### src/rtl/dp_stream_tx_pkg.sv
// Shared definitions for the DisplayPort-style stream transmitter:
// display bus bit positions, pixel field layout, default 1080p timing
// and the transmitter state encoding.
package dp_stream_tx_pkg;

    // Display bus layout {Vsync, Hsync, DE, RGB}
    localparam int DPO_W   = 27;
    localparam int DPO_VS  = 26;
    localparam int DPO_HS  = 25;
    localparam int DPO_DE  = 24;
    localparam int RGB_MSB = 23;
    localparam int RGB_LSB = 0;

    // FIFO word is {sof, rgb}
    localparam int FIFO_W   = 25;
    localparam int FIFO_SOF = 24;

    // Default 1080p60 timing
    localparam int DEF_H_ACTIVE   = 1920;
    localparam int DEF_H_FP       = 88;
    localparam int DEF_H_SYNC     = 44;
    localparam int DEF_H_BP       = 148;
    localparam int DEF_V_ACTIVE   = 1080;
    localparam int DEF_V_FP       = 4;
    localparam int DEF_V_SYNC     = 5;
    localparam int DEF_V_BP       = 36;
    localparam int DEF_FIFO_DEPTH = 16;

    // RGB field slices: R[23:16], G[15:8], B[7:0]
    typedef struct packed {
        logic [7:0] r;
        logic [7:0] g;
        logic [7:0] b;
    } rgb_t;

    typedef enum logic [1:0] {
        ST_IDLE,
        ST_ALIGN,
        ST_RUN
    } tx_state_t;

    // Assemble one display bus word from its fields
    function automatic logic [DPO_W-1:0] pack_dpo(input logic vs, input logic hs,
                                                  input logic de, input rgb_t rgb);
        logic [DPO_W-1:0] word;
        word                  = '0;
        word[DPO_VS]          = vs;
        word[DPO_HS]          = hs;
        word[DPO_DE]          = de;
        word[RGB_MSB:RGB_LSB] = rgb;
        return word;
    endfunction

endpackage

### src/rtl/dp_stream_tx_fifo.sv
// Pixel FIFO with show-ahead read: the head word is visible on rd_data
// whenever empty is low, and pop simply advances to the next entry.
// A push on a full FIFO is accepted only if a pop happens in the same cycle.
module dp_pix_fifo #(
    parameter int DEPTH = 16,
    parameter int WIDTH = 25
) (
    input  logic             clk,
    input  logic             rst_n,
    input  logic             push,
    input  logic [WIDTH-1:0] wr_data,
    input  logic             pop,
    output logic [WIDTH-1:0] rd_data,
    output logic             full,
    output logic             empty
);
    localparam int AW = $clog2(DEPTH);

    logic [WIDTH-1:0] mem [DEPTH];
    logic [AW:0]      wr_ptr;
    logic [AW:0]      rd_ptr;
    logic             do_push;
    logic             do_pop;

    assign empty   = (wr_ptr == rd_ptr);
    assign full    = (wr_ptr[AW] != rd_ptr[AW]) && (wr_ptr[AW-1:0] == rd_ptr[AW-1:0]);
    assign do_pop  = pop && !empty;
    assign do_push = push && (!full || do_pop);
    assign rd_data = mem[rd_ptr[AW-1:0]];

    // Storage array; contents need no reset since pointers define validity
    always_ff @(posedge clk) begin
        if (do_push) begin
            mem[wr_ptr[AW-1:0]] <= wr_data;
        end
    end

    // Pointer update; reset empties the FIFO immediately
    always_ff @(posedge clk or negedge rst_n) begin
        if (!rst_n) begin
            wr_ptr <= '0;
            rd_ptr <= '0;
        end else begin
            if (do_push) begin
                wr_ptr <= wr_ptr + 1'b1;
            end
            if (do_pop) begin
                rd_ptr <= rd_ptr + 1'b1;
            end
        end
    end

endmodule

### src/rtl/dp_stream_tx.sv
// Video stream transmitter: buffers upstream pixels in a small FIFO,
// aligns to the start-of-frame pixel, then generates raster timing and
// drives the registered display bus {Vsync, Hsync, DE, RGB}.
module dp_stream_tx
    import dp_stream_tx_pkg::*;
#(
    parameter int H_ACTIVE   = DEF_H_ACTIVE,
    parameter int H_FP       = DEF_H_FP,
    parameter int H_SYNC     = DEF_H_SYNC,
    parameter int H_BP       = DEF_H_BP,
    parameter int V_ACTIVE   = DEF_V_ACTIVE,
    parameter int V_FP       = DEF_V_FP,
    parameter int V_SYNC     = DEF_V_SYNC,
    parameter int V_BP       = DEF_V_BP,
    parameter int FIFO_DEPTH = DEF_FIFO_DEPTH
) (
    input  logic              clk,
    input  logic              rst_n,
    input  logic              en,
    input  logic              pix_valid,
    input  logic [23:0]       pix_data,
    input  logic              pix_sof,
    output logic              pix_ready,
    input  logic              underflow_clr,
    output logic [DPO_W-1:0]  DPo,
    output logic              underflow,
    output logic [15:0]       frame_cnt
);
    localparam int H_TOTAL  = H_ACTIVE + H_FP + H_SYNC + H_BP;
    localparam int V_TOTAL  = V_ACTIVE + V_FP + V_SYNC + V_BP;
    localparam int HW       = $clog2(H_TOTAL);
    localparam int VW       = $clog2(V_TOTAL);
    localparam int HS_START = H_ACTIVE + H_FP;
    localparam int HS_END   = H_ACTIVE + H_FP + H_SYNC;
    localparam int VS_START = V_ACTIVE + V_FP;
    localparam int VS_END   = V_ACTIVE + V_FP + V_SYNC;

    tx_state_t         state;
    logic [HW-1:0]     h_cnt;
    logic [VW-1:0]     v_cnt;
    logic              ready_en;

    logic              fifo_push;
    logic              fifo_pop;
    logic [FIFO_W-1:0] fifo_head;
    logic              fifo_full;
    logic              fifo_empty;
    logic              head_sof;
    rgb_t              head_rgb;

    logic              de_now;
    logic              hs_now;
    logic              vs_now;
    logic              line_end;
    logic              frame_end;
    logic              starved;

    assign head_sof  = fifo_head[FIFO_SOF];
    assign head_rgb  = fifo_head[RGB_MSB:RGB_LSB];

    assign pix_ready = ready_en && !fifo_full;
    assign fifo_push = pix_valid && pix_ready;

    assign de_now    = (int'(h_cnt) < H_ACTIVE) && (int'(v_cnt) < V_ACTIVE);
    assign hs_now    = (int'(h_cnt) >= HS_START) && (int'(h_cnt) < HS_END);
    assign vs_now    = (int'(v_cnt) >= VS_START) && (int'(v_cnt) < VS_END);
    assign line_end  = (int'(h_cnt) == H_TOTAL - 1);
    assign frame_end = line_end && (int'(v_cnt) == V_TOTAL - 1);
    assign starved   = (state == ST_RUN) && de_now && fifo_empty;

    dp_pix_fifo #(
        .DEPTH (FIFO_DEPTH),
        .WIDTH (FIFO_W)
    ) u_fifo (
        .clk     (clk),
        .rst_n   (rst_n),
        .push    (fifo_push),
        .wr_data ({pix_sof, pix_data}),
        .pop     (fifo_pop),
        .rd_data (fifo_head),
        .full    (fifo_full),
        .empty   (fifo_empty)
    );

    // Pop selection: drop pre-frame words while aligning, one word per active pixel while running
    always_comb begin
        fifo_pop = 1'b0;
        case (state)
            ST_ALIGN: fifo_pop = !fifo_empty && !head_sof;
            ST_RUN:   fifo_pop = de_now && !fifo_empty;
            default:  fifo_pop = 1'b0;
        endcase
    end

    // Ready stays low through reset and rises on the first clock afterwards
    always_ff @(posedge clk or negedge rst_n) begin
        if (!rst_n) begin
            ready_en <= 1'b0;
        end else begin
            ready_en <= 1'b1;
        end
    end

    // Sticky underflow flag; a clear wins over a same-cycle set
    always_ff @(posedge clk or negedge rst_n) begin
        if (!rst_n) begin
            underflow <= 1'b0;
        end else if (underflow_clr) begin
            underflow <= 1'b0;
        end else if (starved) begin
            underflow <= 1'b1;
        end
    end

    // Transmit FSM with raster counters, frame counter and registered display bus
    always_ff @(posedge clk or negedge rst_n) begin
        if (!rst_n) begin
            state     <= ST_IDLE;
            h_cnt     <= '0;
            v_cnt     <= '0;
            DPo       <= '0;
            frame_cnt <= '0;
        end else begin
            case (state)
                ST_IDLE: begin
                    DPo   <= '0;
                    h_cnt <= '0;
                    v_cnt <= '0;
                    if (en) begin
                        state <= ST_ALIGN;
                    end
                end
                ST_ALIGN: begin
                    DPo <= '0;
                    if (!fifo_empty && head_sof) begin
                        state <= ST_RUN;
                    end
                end
                ST_RUN: begin
                    DPo <= pack_dpo(vs_now, hs_now, de_now,
                                    (de_now && !fifo_empty) ? head_rgb : rgb_t'('0));
                    if (line_end) begin
                        h_cnt <= '0;
                        if (frame_end) begin
                            v_cnt     <= '0;
                            frame_cnt <= frame_cnt + 16'd1;
                            if (!en) begin
                                state <= ST_IDLE;
                            end
                        end else begin
                            v_cnt <= v_cnt + 1'b1;
                        end
                    end else begin
                        h_cnt <= h_cnt + 1'b1;
                    end
                end
                default: begin
                    state <= ST_IDLE;
                    DPo   <= '0;
                end
            endcase
        end
    end

endmodule

### config.mk
export PLATFORM = sky130hd
export DESIGN_NAME = dp_stream_tx
export DESIGN_NICKNAME = d
export VERILOG_FILES = /design/src/rtl/dp_stream_tx_pkg.sv /design/src/rtl/dp_stream_tx_fifo.sv /design/src/rtl/dp_stream_tx.sv
export SDC_FILE = /design/constraint.sdc
export NUM_CORES = 1
export LEC_CHECK = 0
export CORE_MARGIN = 3
export CORE_UTILIZATION = 65
export CTS_CLUSTER_SIZE = 24
export DETAILED_ROUTE_END_ITERATION = 8
export PLACE_DENSITY = 0.83
export SLEW_MARGIN = 20
export SYNTH_ARGS = -nofsm -noshare
export SYNTH_HDL_FRONTEND = slang
export SYNTH_SLANG_ARGS = --single-unit
### constraint.sdc
create_clock -name clk -period 9.79 [get_ports clk]
set_input_delay 2.937 -clock clk [delete_from_list [all_inputs] [get_ports clk]]
set_output_delay 2.937 -clock clk [all_outputs]
set_load 0.02 [all_outputs]
==> qor.json <==
{
  "h_tree_lvls": {"value": 2},
  "multi_input_area": {"value": 0.00461, "unit": "sq mm"},
  "antenna-diode-count": {"value": 0},
  "firstDrtPassIters": {"value": 5},
  "finalWeightedCongestion": {"value": 0.828},
  "final.hold.worst_slack": {"value": 0.470, "unit": "ns"},
  "min_path_type": {"value": "reg -> reg"},
  "design.die.area": {"value": 0.0311, "unit": "sq mm"},
  "drt_iter0_drc": {"value": 1098},
  "yosys_register_bits": {"value": 480},
  "tritoncts.num_buffers": {"value": 46},
  "swShare": {"value": 29.1, "unit": "%"},
  "num-nets-final": {"value": 1069},
  "setup_violations": {"value": 0},
  "remaining_drc_errors": {"value": 0},
  "die_width": {"value": 176, "unit": "microns"},
  "p_total": {"value": 5660, "unit": "uW"},
  "half_perimeter_wire_length_of_the_detailed_placement_result": {"value": 24100, "unit": "microns"},
  "grt_setup_unrepaired": {"value": "no"},
  "post-cts-setup-buffer-count": {"value": 0},
  "crit_required": {"value": 6.85, "unit": "ns"},
  "buffer_ports.inserted": {"value": 74},
  "combinationalPowerShare": {"value": 25.7, "unit": "%"},
  "dpl-instance-area": {"value": 0.0200, "unit": "sq mm"},
  "synth.largest_area_cell": {"value": "edfxtp_1"},
  "clock_tree.buffer_depth": {"value": 3},
  "cts_hold_buffers": {"value": 0},
  "number_of_antenna_violations_at_the_first_check_in_global_routing": {"value": 0},
  "tightestPinTransition": {"value": 1.13, "unit": "ns"},
  "detailroute.via_count": {"value": 9841},
  "number_of_primary_i_o_pins": {"value": 75},
  "leakage": {"value": 0.00724, "unit": "uW"},
  "finalCriticalPeriod": {"value": 6.24, "unit": "ns"},
  "synth_ff_type": {"value": "edfxtp_1"},
  "timing_hold_violations_final": {"value": 0},
  "nFillCells": {"value": 1450},
  "grt_remaining_overflow": {"value": 0},
  "net_count_after_synthesis": {"value": 981},
  "finalWirelength": {"value": 41700, "unit": "microns"},
  "vias_per_cell": {"value": 6.82},
  "seq_area": {"value": 0.0140, "unit": "sq mm"},
  "cts.sink_count": {"value": 480},
  "synth.yosys.seq_area_share": {"value": 74.3, "unit": "%"},
  "max_cap_violations": {"value": 0},
  "kind_of_critical_path": {"value": "reg -> out"},
  "yosys-top-cells-count": {"value": "edfxtp_1 (400), mux4_2 (124), dfrtp_1 (80)"},
  "synth_most_common_cell": {"value": "edfxtp_1"},
  "synth.yosys.warnings": {"value": 0},
  "worstPathArrival": {"value": 3.30, "unit": "ns"},
  "area_growth": {"value": 13.7, "unit": "%"},
  "drv_slew": {"value": 0},
  "tritoncts_clock_tree": {"value": "done"},
  "end_kind": {"value": "output pin"},
  "grt_use_total": {"value": 27.9, "unit": "%"},
  "grt_start_max_net_pins": {"value": 67},
  "via_count_of_the_first_global_routing_pass": {"value": 9966},
  "clock_latency": {"value": 0.55, "unit": "ns"},
  "clockPowerShare": {"value": 29.6, "unit": "%"},
  "maxClockFrequency": {"value": 160, "unit": "MHz"},
  "register_share_of_total_power": {"value": 44.7, "unit": "%"},
  "global_route_wire_length_before_repair": {"value": 63800, "unit": "microns"},
  "rows": {"value": 61},
  "synth_edf_count": {"value": 400},
  "routedWlPerCell": {"value": 28.9, "unit": "microns"},
  "power_density": {"value": 264, "unit": "mW/mm^2"},
  "postRouteAntennaNets": {"value": 0},
  "p_switching": {"value": 1650, "unit": "uW"},
  "floorplan.initialDensity": {"value": 66.9, "unit": "%"},
  "period_utilisation_layout": {"value": 63.7, "unit": "%"},
  "core_area": {"value": 0.0282, "unit": "sq mm"},
  "timing.critical_path.from_type": {"value": "flip-flop"},
  "cts.clk_slew.worst_paths": {"value": 0.06, "unit": "ns"},
  "synth.cell_area": {"value": 0.0188, "unit": "sq mm"},
  "synth_cell_type_count": {"value": 47},
  "synthesized_area_per_cell": {"value": 20.1, "unit": "sq um"},
  "internal-power": {"value": 4020, "unit": "uW"},
  "floorplan.die.height": {"value": 176, "unit": "microns"},
  "clock-root-buffer": {"value": "clkbuf_16"},
  "post_synth_inst_count": {"value": 939},
  "yosys-top-cells-area": {"value": "edfxtp_1 (64%), mux4_2 (15%), dfrtp_1 (11%), and3_1 (1.5%), xnor2_1 (0.84%)"},
  "yosysTopAreaCellShare": {"value": 63.7, "unit": "%"},
  "worst_slew_margin_rel": {"value": 23.6, "unit": "%"},
  "cts_resized": {"value": 0},
  "postLayoutCellArea": {"value": 0.0214, "unit": "sq mm"},
  "clock_skew": {"value": 0.0146, "unit": "ns"},
  "ys_async_sr_fraction": {"value": 16.7, "unit": "%"},
  "drive_gt1_share": {"value": 21.2, "unit": "%"},
  "status": {"value": "completed"},
  "critical_path.max_fanout": {"value": 50},
  "setup-tns-final": {"value": 0, "unit": "ns"},
  "worst_ir_drop_vdd": {"value": 0.209, "unit": "mV"}
}
==> path summary, 6_finish.rpt <==
kind                                               from  slack, ns  depth (start not counted)                            to
max                        u_fifo.rd_ptr[0]$_DFFE_PN0P_       3.55                          4                     pix_ready
min                           frame_cnt[15]$_DFFE_PN0P_       0.47                          1     frame_cnt[15]$_DFFE_PN0P_
max reg2reg                u_fifo.rd_ptr[1]$_DFFE_PN0P_       6.00                          6  u_fifo.rd_ptr[1]$_DFFE_PN0P_
min reg2reg                   frame_cnt[15]$_DFFE_PN0P_       0.47                          1     frame_cnt[15]$_DFFE_PN0P_
max in group asynchronous                         rst_n       6.31                          2  u_fifo.rd_ptr[1]$_DFFE_PN0P_
min in group asynchronous                         rst_n       2.25                          1              DPo[1]$_DFF_PN0_
==> sequential cells by signal (all words and copies together) (netlist names), 2 cells and up <==
name / flops
u_fifo.mem: 400
DPo: 27
frame_cnt: 16
h_cnt: 12
v_cnt: 11
u_fifo.rd_ptr: 5
u_fifo.wr_ptr: 5
state: 2
==> final cells by class <==
class	instances	share of cell area [%]
clock buffer	65	6.05
clock inverter	20	0.596
inverter	16	0.280
multi-input combinational	396	21.5
sequential	480	65.4
tap	378	2.21
timing repair buffer	87	3.92
==> cell usage in the layout, fill, tap and decap left out, types with 4 or more instances in the layout <==
cell type          n
a211oi_1           6
a21oi_1           14
a31oi_1            4
and3_1            34
and3_2            10
and4_1             6
buf_4             13
clkbuf_1          15
clkbuf_16         49
clkdlybuf4s50_1   73
clkinv_1           8
clkinv_2           8
dfrtp_1           77
edfxtp_1         400
ha_1              12
inv_1             15
mux4_2           124
nand2_1           21
nand3_1           21
nand4_1           17
nor2_1            17
nor4_1             4
o21ai_0           24
o31ai_1            8
or3_1              4
or4_1              6
xnor2_1           18
xor2_1            12
==> stage by stage <==
step                      std cells  util, %  worst slack (ns)
after floorplan                 939        -              4.18
after global placement         1357     71.0              4.18
after detailed placement       1357     71.0              4.11
after CTS                      1442     76.1              3.50
after global routing           1442     76.1              3.32
final                          1442     76.1              3.55
==> critical path, stage by stage (launching register included) <==
cell and delay, ns:
dfrtp_4 1.04, xor2_1 0.14, nor4_1 0.70, a21boi_0 0.26
clkdlybuf4s50_1 0.59
==> layer usage <==
layer	routed length (microns)	GRT usage [%]
met4	715	6.20
met1	16500	42.6
met5	0	0
met2	19900	43.1
met3	4520	5.94
==> power by group through the flow <==
| stage | Clock, uW | Combinational (uW) | Sequential, uW |
|---|---|---|---|
| after global routing | 1780 | 1540 | 2560 |
| after global placement | 0 | 1380 | 2560 |
| final | 1680 | 1450 | 2530 |
| after floorplan | 0 | 1050 | 2470 |
| after detailed placement | 0 | 1410 | 2570 |
| after CTS | 1700 | 1450 | 2540 |
==> kinds of logic after synthesis <==
group | count (synthesis) | share of synthesized area, %
DFF | 480 | 74.3
other | 1 | 0.0199
xor gates and xnor gates | 30 | 1.39
buffers and inverters | 63 | 1.35
AOI/OAI and AO/OA | 68 | 2.23
and+or+nand+nor | 157 | 4.79
adders and majority gates | 12 | 0.797
muxes | 128 | 15.1
(Power assumes the default switching activity.)
